File: config.mk
export PLATFORM = sky130hd
export DESIGN_NAME = pipeline_ctrl
export DESIGN_NICKNAME = d
export VERILOG_FILES = /design/src/rtl/rv32i_types.sv /design/src/rtl/pipe_perf_counters.sv /design/src/rtl/pipeline_ctrl.sv
export SDC_FILE = /design/constraint.sdc
export NUM_CORES = 1
export LEC_CHECK = 0
export CORE_ASPECT_RATIO = 1.1
export CORE_MARGIN = 2
export CORE_UTILIZATION = 23
export CTS_CLUSTER_DIAMETER = 80
export CTS_CLUSTER_SIZE = 16
export DETAILED_ROUTE_END_ITERATION = 16
export PLACE_DENSITY = 0.87
export SKIP_CTS_REPAIR_TIMING = 1
export SYNTH_ARGS = -nofsm -noshare
export SYNTH_HDL_FRONTEND = slang
export SYNTH_SLANG_ARGS = --single-unit
export TNS_END_PERCENT = 100
File: constraint.sdc
create_clock -name clk_i -period 1.5 [get_ports clk_i]
set_clock_uncertainty 0.2 [all_clocks]
set_input_delay 0.15 -clock clk_i [delete_from_list [all_inputs] [get_ports clk_i]]
set_output_delay 0.15 -clock clk_i [all_outputs]
set_load 0.03 [all_outputs]
File: src/rtl/rv32i_types.sv
// rtl/rv32i_types.sv - shared pipeline control types for the RV32I core
package rv32i_types;

    typedef enum logic {
        RUN   = 1'b0,
        STALL = 1'b1
    } pipe_state_e;

    typedef struct packed {
        logic pc_load;
        logic if_id_load;
        logic id_ex_load;
        logic ex_mem_load;
        logic mem_wb_load;
        logic if_id_flush;
        logic id_ex_flush;
        logic ex_mem_flush;
        logic mem_wb_flush;
        logic mem_stall;
    } pipe_ctrl_t;

    localparam pipe_ctrl_t CTRL_OFF      = 10'b00000_0000_0;
    localparam pipe_ctrl_t CTRL_STALL    = 10'b00000_0001_1;
    localparam pipe_ctrl_t CTRL_REDIRECT = 10'b11111_1100_0;
    localparam pipe_ctrl_t CTRL_BUBBLE   = 10'b00011_0100_0;
    localparam pipe_ctrl_t CTRL_NORMAL   = 10'b11111_0000_0;

    function automatic logic src_hit(input logic use_i, input logic [4:0] rs, input logic [4:0] rd);
        return use_i & (rs == rd);
    endfunction

endpackage

File: src/rtl/pipe_perf_counters.sv
// rtl/pipe_perf_counters.sv - wrap-around stall/bubble/redirect event counters
import rv32i_types::*;

module pipe_perf_counters (
    input  logic        clk_i,
    input  logic        rst_ni,
    input  logic        stall_i,
    input  logic        bubble_i,
    input  logic        flush_i,
    output logic [31:0] perf_stall_cyc_o,
    output logic [31:0] perf_bubble_o,
    output logic [31:0] perf_flush_o
);

    logic [31:0] stall_cyc_q, stall_cyc_d;
    logic [31:0] bubble_q, bubble_d;
    logic [31:0] flush_q, flush_d;

    always_comb begin
        stall_cyc_d = stall_cyc_q + {31'd0, stall_i};
        bubble_d    = bubble_q + {31'd0, bubble_i};
        flush_d     = flush_q + {31'd0, flush_i};
    end

    always_ff @(posedge clk_i or negedge rst_ni) begin
        if (!rst_ni) begin
            stall_cyc_q <= '0;
            bubble_q    <= '0;
            flush_q     <= '0;
        end else begin
            stall_cyc_q <= stall_cyc_d;
            bubble_q    <= bubble_d;
            flush_q     <= flush_d;
        end
    end

    assign perf_stall_cyc_o = stall_cyc_q;
    assign perf_bubble_o    = bubble_q;
    assign perf_flush_o     = flush_q;

endmodule

File: src/rtl/pipeline_ctrl.sv
// rtl/pipeline_ctrl.sv - stall/flush controller for the 5-stage pipeline (counters under PIPE_CTRL_PERF_EN)
import rv32i_types::*;

module pipeline_ctrl (
    input  logic        clk_i,
    input  logic        rst_ni,
    input  logic        imem_read_i,
    input  logic        imem_resp_i,
    input  logic        dmem_access_i,
    input  logic        dmem_resp_i,
    input  logic        ex_redirect_i,
    input  logic        ex_mem_read_i,
    input  logic [4:0]  ex_rd_i,
    input  logic [4:0]  id_rs1_i,
    input  logic [4:0]  id_rs2_i,
    input  logic        id_rs1_use_i,
    input  logic        id_rs2_use_i,
    output logic        pc_load_o,
    output logic        if_id_load_o,
    output logic        id_ex_load_o,
    output logic        ex_mem_load_o,
    output logic        mem_wb_load_o,
    output logic        if_id_flush_o,
    output logic        id_ex_flush_o,
    output logic        ex_mem_flush_o,
    output logic        mem_wb_flush_o,
    output logic        mem_stall_o,
    output logic [31:0] perf_stall_cyc_o,
    output logic [31:0] perf_bubble_o,
    output logic [31:0] perf_flush_o
);

    pipe_state_e state_q, state_d;
    logic        i_done_q, i_done_d;
    logic        d_done_q, d_done_d;
    logic        i_wait, d_wait, stall;
    logic        load_use, redirect, bubble;
    pipe_ctrl_t  ctrl;

    always_comb begin
        i_wait   = imem_read_i & ~imem_resp_i & ~i_done_q;
        d_wait   = dmem_access_i & ~dmem_resp_i & ~d_done_q;
        stall    = i_wait | d_wait;
        load_use = ex_mem_read_i & (ex_rd_i != 5'd0) &
                   (src_hit(id_rs1_use_i, id_rs1_i, ex_rd_i) | src_hit(id_rs2_use_i, id_rs2_i, ex_rd_i));
        redirect = ~stall & ex_redirect_i;
        bubble   = ~stall & ~ex_redirect_i & load_use;

        // A side that already answered must not be waited on again; flags live only within one stall.
        i_done_d = stall & (i_done_q | imem_resp_i);
        d_done_d = stall & (d_done_q | dmem_resp_i);

        state_d = state_q;
        case (state_q)
            RUN:     if (stall)  state_d = STALL;
            STALL:   if (!stall) state_d = RUN;
            default: state_d = RUN;
        endcase

        ctrl = CTRL_NORMAL;
        if (!rst_ni)       ctrl = CTRL_OFF;
        else if (stall)    ctrl = CTRL_STALL;
        else if (redirect) ctrl = CTRL_REDIRECT;
        else if (bubble)   ctrl = CTRL_BUBBLE;
    end

    always_ff @(posedge clk_i or negedge rst_ni) begin
        if (!rst_ni) begin
            state_q  <= RUN;
            i_done_q <= 1'b0;
            d_done_q <= 1'b0;
        end else begin
            state_q  <= state_d;
            i_done_q <= i_done_d;
            d_done_q <= d_done_d;
        end
    end

    assign pc_load_o      = ctrl.pc_load;
    assign if_id_load_o   = ctrl.if_id_load;
    assign id_ex_load_o   = ctrl.id_ex_load;
    assign ex_mem_load_o  = ctrl.ex_mem_load;
    assign mem_wb_load_o  = ctrl.mem_wb_load;
    assign if_id_flush_o  = ctrl.if_id_flush;
    assign id_ex_flush_o  = ctrl.id_ex_flush;
    assign ex_mem_flush_o = ctrl.ex_mem_flush;
    assign mem_wb_flush_o = ctrl.mem_wb_flush;
    assign mem_stall_o    = ctrl.mem_stall;

`ifdef PIPE_CTRL_PERF_EN
    pipe_perf_counters u_perf (
        .clk_i            (clk_i),
        .rst_ni           (rst_ni),
        .stall_i          (stall),
        .bubble_i         (bubble),
        .flush_i          (redirect),
        .perf_stall_cyc_o (perf_stall_cyc_o),
        .perf_bubble_o    (perf_bubble_o),
        .perf_flush_o     (perf_flush_o)
    );
`else
    assign perf_stall_cyc_o = 32'd0;
    assign perf_bubble_o    = 32'd0;
    assign perf_flush_o     = 32'd0;
`endif

endmodule

==> reports/metrics.yaml <==
detail-route-antenna-nets: 0
timing.setup.critical_path_class: "flop to output pin"
grt_setup_unrepaired: "yes"
yosys.area.top_type: "buf_4"
clock_transition_at_the_registers_of_the_reported_paths_ns: 0.03
path_max_fanout: 4
routed_wl_um: 2050
antenna_found_initial: 0
clock_sinks: 2
worstPathRequired_ns: 1.15
first_pass_grt_wire_length_um: 2159
first_global_vias: 494
clock_tree_root_buffer_cell: "clkbuf_8"
timing_hold_violations_final: 0
cp_data_arrival_time_ns: 1.60
overflow: 0
route.detailed.vias_per_inst: 2.996
place_area_um2: 1084
synth_area_um2: 1023
violations_in_the_final_reports: "setup timing"
clock_path_buffers: 2
buffer_ports.inserted: 33
setup.worst_path.start_class: "flop"
die_x_um: 67.61
layout.nets: 202
floorplan.initialDensity_pct: 23.88
avgSynthCellArea_um2: 7.754
drt_first_pass_iters: 2
fmaxAchievable_mhz: 513.8
cts_inserted_buffers: 3
clkLatencyLatePin_ns: 0.21
number_of_flip_flops_and_latches_in_the_synthesized_netlist: 2
synth-warning-count: 0
avgRoutedWirePerCell_um: 8.952
tritoncts: "built"
drcViolationCount: 0
cell_pwr_density_nw_per_um2: 653.8
die_height_um: 73.97
n_antenna_cell: 0
setup-violations-final: 9
cts_max_level: 1
slew_violations: 0
areaGrowthSynthToFinish_pct: 25.31
rows: 25
syn-instance-count: 132
place.detailed.hpwl_um: 1717
irDropWorstVdd_mv: 0.4327
grt_start_max_net_pins: 5
synth-seq-area-share_pct: 4.890
most_area_consuming_cells_after_synthesis: "buf_4 74%, xor2_1 6.8%, dfrtp_1 4.9%"
track_usage_pct: 6.203
finalWorstSetupSlack_ns: -0.4462
cap_viol_max_count: 0
fin_crit_sh_pct: 129.7
holdCritPathClass: "input pin to flop"
post-place-ws_ns: -1.091
final_design_area_no_fill_um2: 1282
die_area_um2: 5000
final_replace_weighted_congestion: 0.6886
total_power_w: 0.0008385
floorplan.io_pins: 131
outcome: "finished with violations"
routed-via-count: 686
critical_path.endpoint_type: "output pin"
yosys.area.top_type_share_pct: 74.08
fp.coreArea_um2: 4285
drive_above_1_share_pct: 21.71
power_leakage_nw: 0.8287
timing.final.crit_period_ns: 1.946
synth_cell_type_count: 18
drtIter0Drc: 3
routing by layer:
| metal | GRT usage, % | wire (um) |
|---|---|---|
| met1 | 4.670 | 491 |
| met5 | 0 | 0 |
| met3 | 1.513 | 370 |
| met2 | 12.75 | 1152 |
| met4 | 4.762 | 36 |
cells in the final DEF (no fill, tap or decap), drive strengths merged, types with 2 or more instances in the layout:
master	instances
dfrtp	2
clkdlybuf4s50	6
conb	97
xor2	8
buf	20
nor2	4
and2	2
nor4	2
dlymetal6s2s	17
xnor2	2
clkbuf	5
or3b	2
through the flow:
stage	hold WS, ns	setup TNS, ns	std cells	utilization (%)
global route	0.04934	-3.712	229	29.93
global placement	0.2399	-6.511	221	25.28
detailed placement	0.2489	-6.648	221	25.28
CTS	0.02827	-6.690	224	26.25
floorplan	-0.3456	-0.9995	228	-
finish	0.01480	-3.410	229	29.93
registers in the layout (all words and copies together) (netlist names):
name      cells
d_done_q      1
i_done_q      1
cell usage after synthesis:
| master | instances |
|---|---|
| a21boi_0 | 1 |
| a32oi_1 | 1 |
| and2_0 | 1 |
| and2_4 | 1 |
| and3_4 | 1 |
| buf_4 | 101 |
| conb_1 | 1 |
| dfrtp_1 | 2 |
| nor2_1 | 4 |
| nor4_1 | 2 |
| o211ai_1 | 1 |
| o21ai_0 | 1 |
| o21bai_1 | 1 |
| o31a_1 | 1 |
| or3b_1 | 2 |
| or4_1 | 1 |
| xnor2_1 | 2 |
| xor2_1 | 8 |
worst max-delay path: stages, from the launching register on:
cell	delay [ns]
dfrtp_1	0.37
or3b_4	0.38
and3_4	0.20
and2_4	0.13
o21bai_4	0.16
buf_6	0.14
kinds of logic (layout without fill, tap and decap cells):
group	Yosys count	after routing	synth area share [%]
and+or+nand+nor	12	12	7.702
AOI/OAI and AO/OA	6	6	4.402
other	1	97	0.3664
buffers and inverters	101	48	74.08
xor gates and xnor gates	10	10	8.558
DFF	2	2	4.890
power breakdown:
| part | leakage (nW) | internal [W] | switching (W) |
|---|---|---|---|
| Sequential | 0.0269 | 0.0000569 | 0.00000149 |
| Combinational | 0.780 | 0.000139 | 0.000430 |
| Clock | 0.0216 | 0.000170 | 0.0000420 |
| Total | 0.829 | 0.000365 | 0.000473 |
worst paths after layout:
kind                             startpoint             to  slack [ns]  depth (start not counted)
worst min-delay path            dmem_resp_i       d_done_q        0.01                          3
worst max register to register     i_done_q       d_done_q        0.13                          4
worst max-delay path               i_done_q  id_ex_flush_o       -0.45                          5
max in group asynchronous            rst_ni       d_done_q        0.97                          2
min in group asynchronous            rst_ni       i_done_q        0.04                          2
worst min register to register     d_done_q       d_done_q        0.39                          3
cell type report:
class | instances | area, um^2
sequential | 2 | 50.05
tap | 54 | 67.56
clock buffer | 3 | 41.29
multi-input combinational | 125 | 649.4
fill | 456 | 3003
timing repair buffer | 45 | 474.2
(Power assumes the default switching activity.)
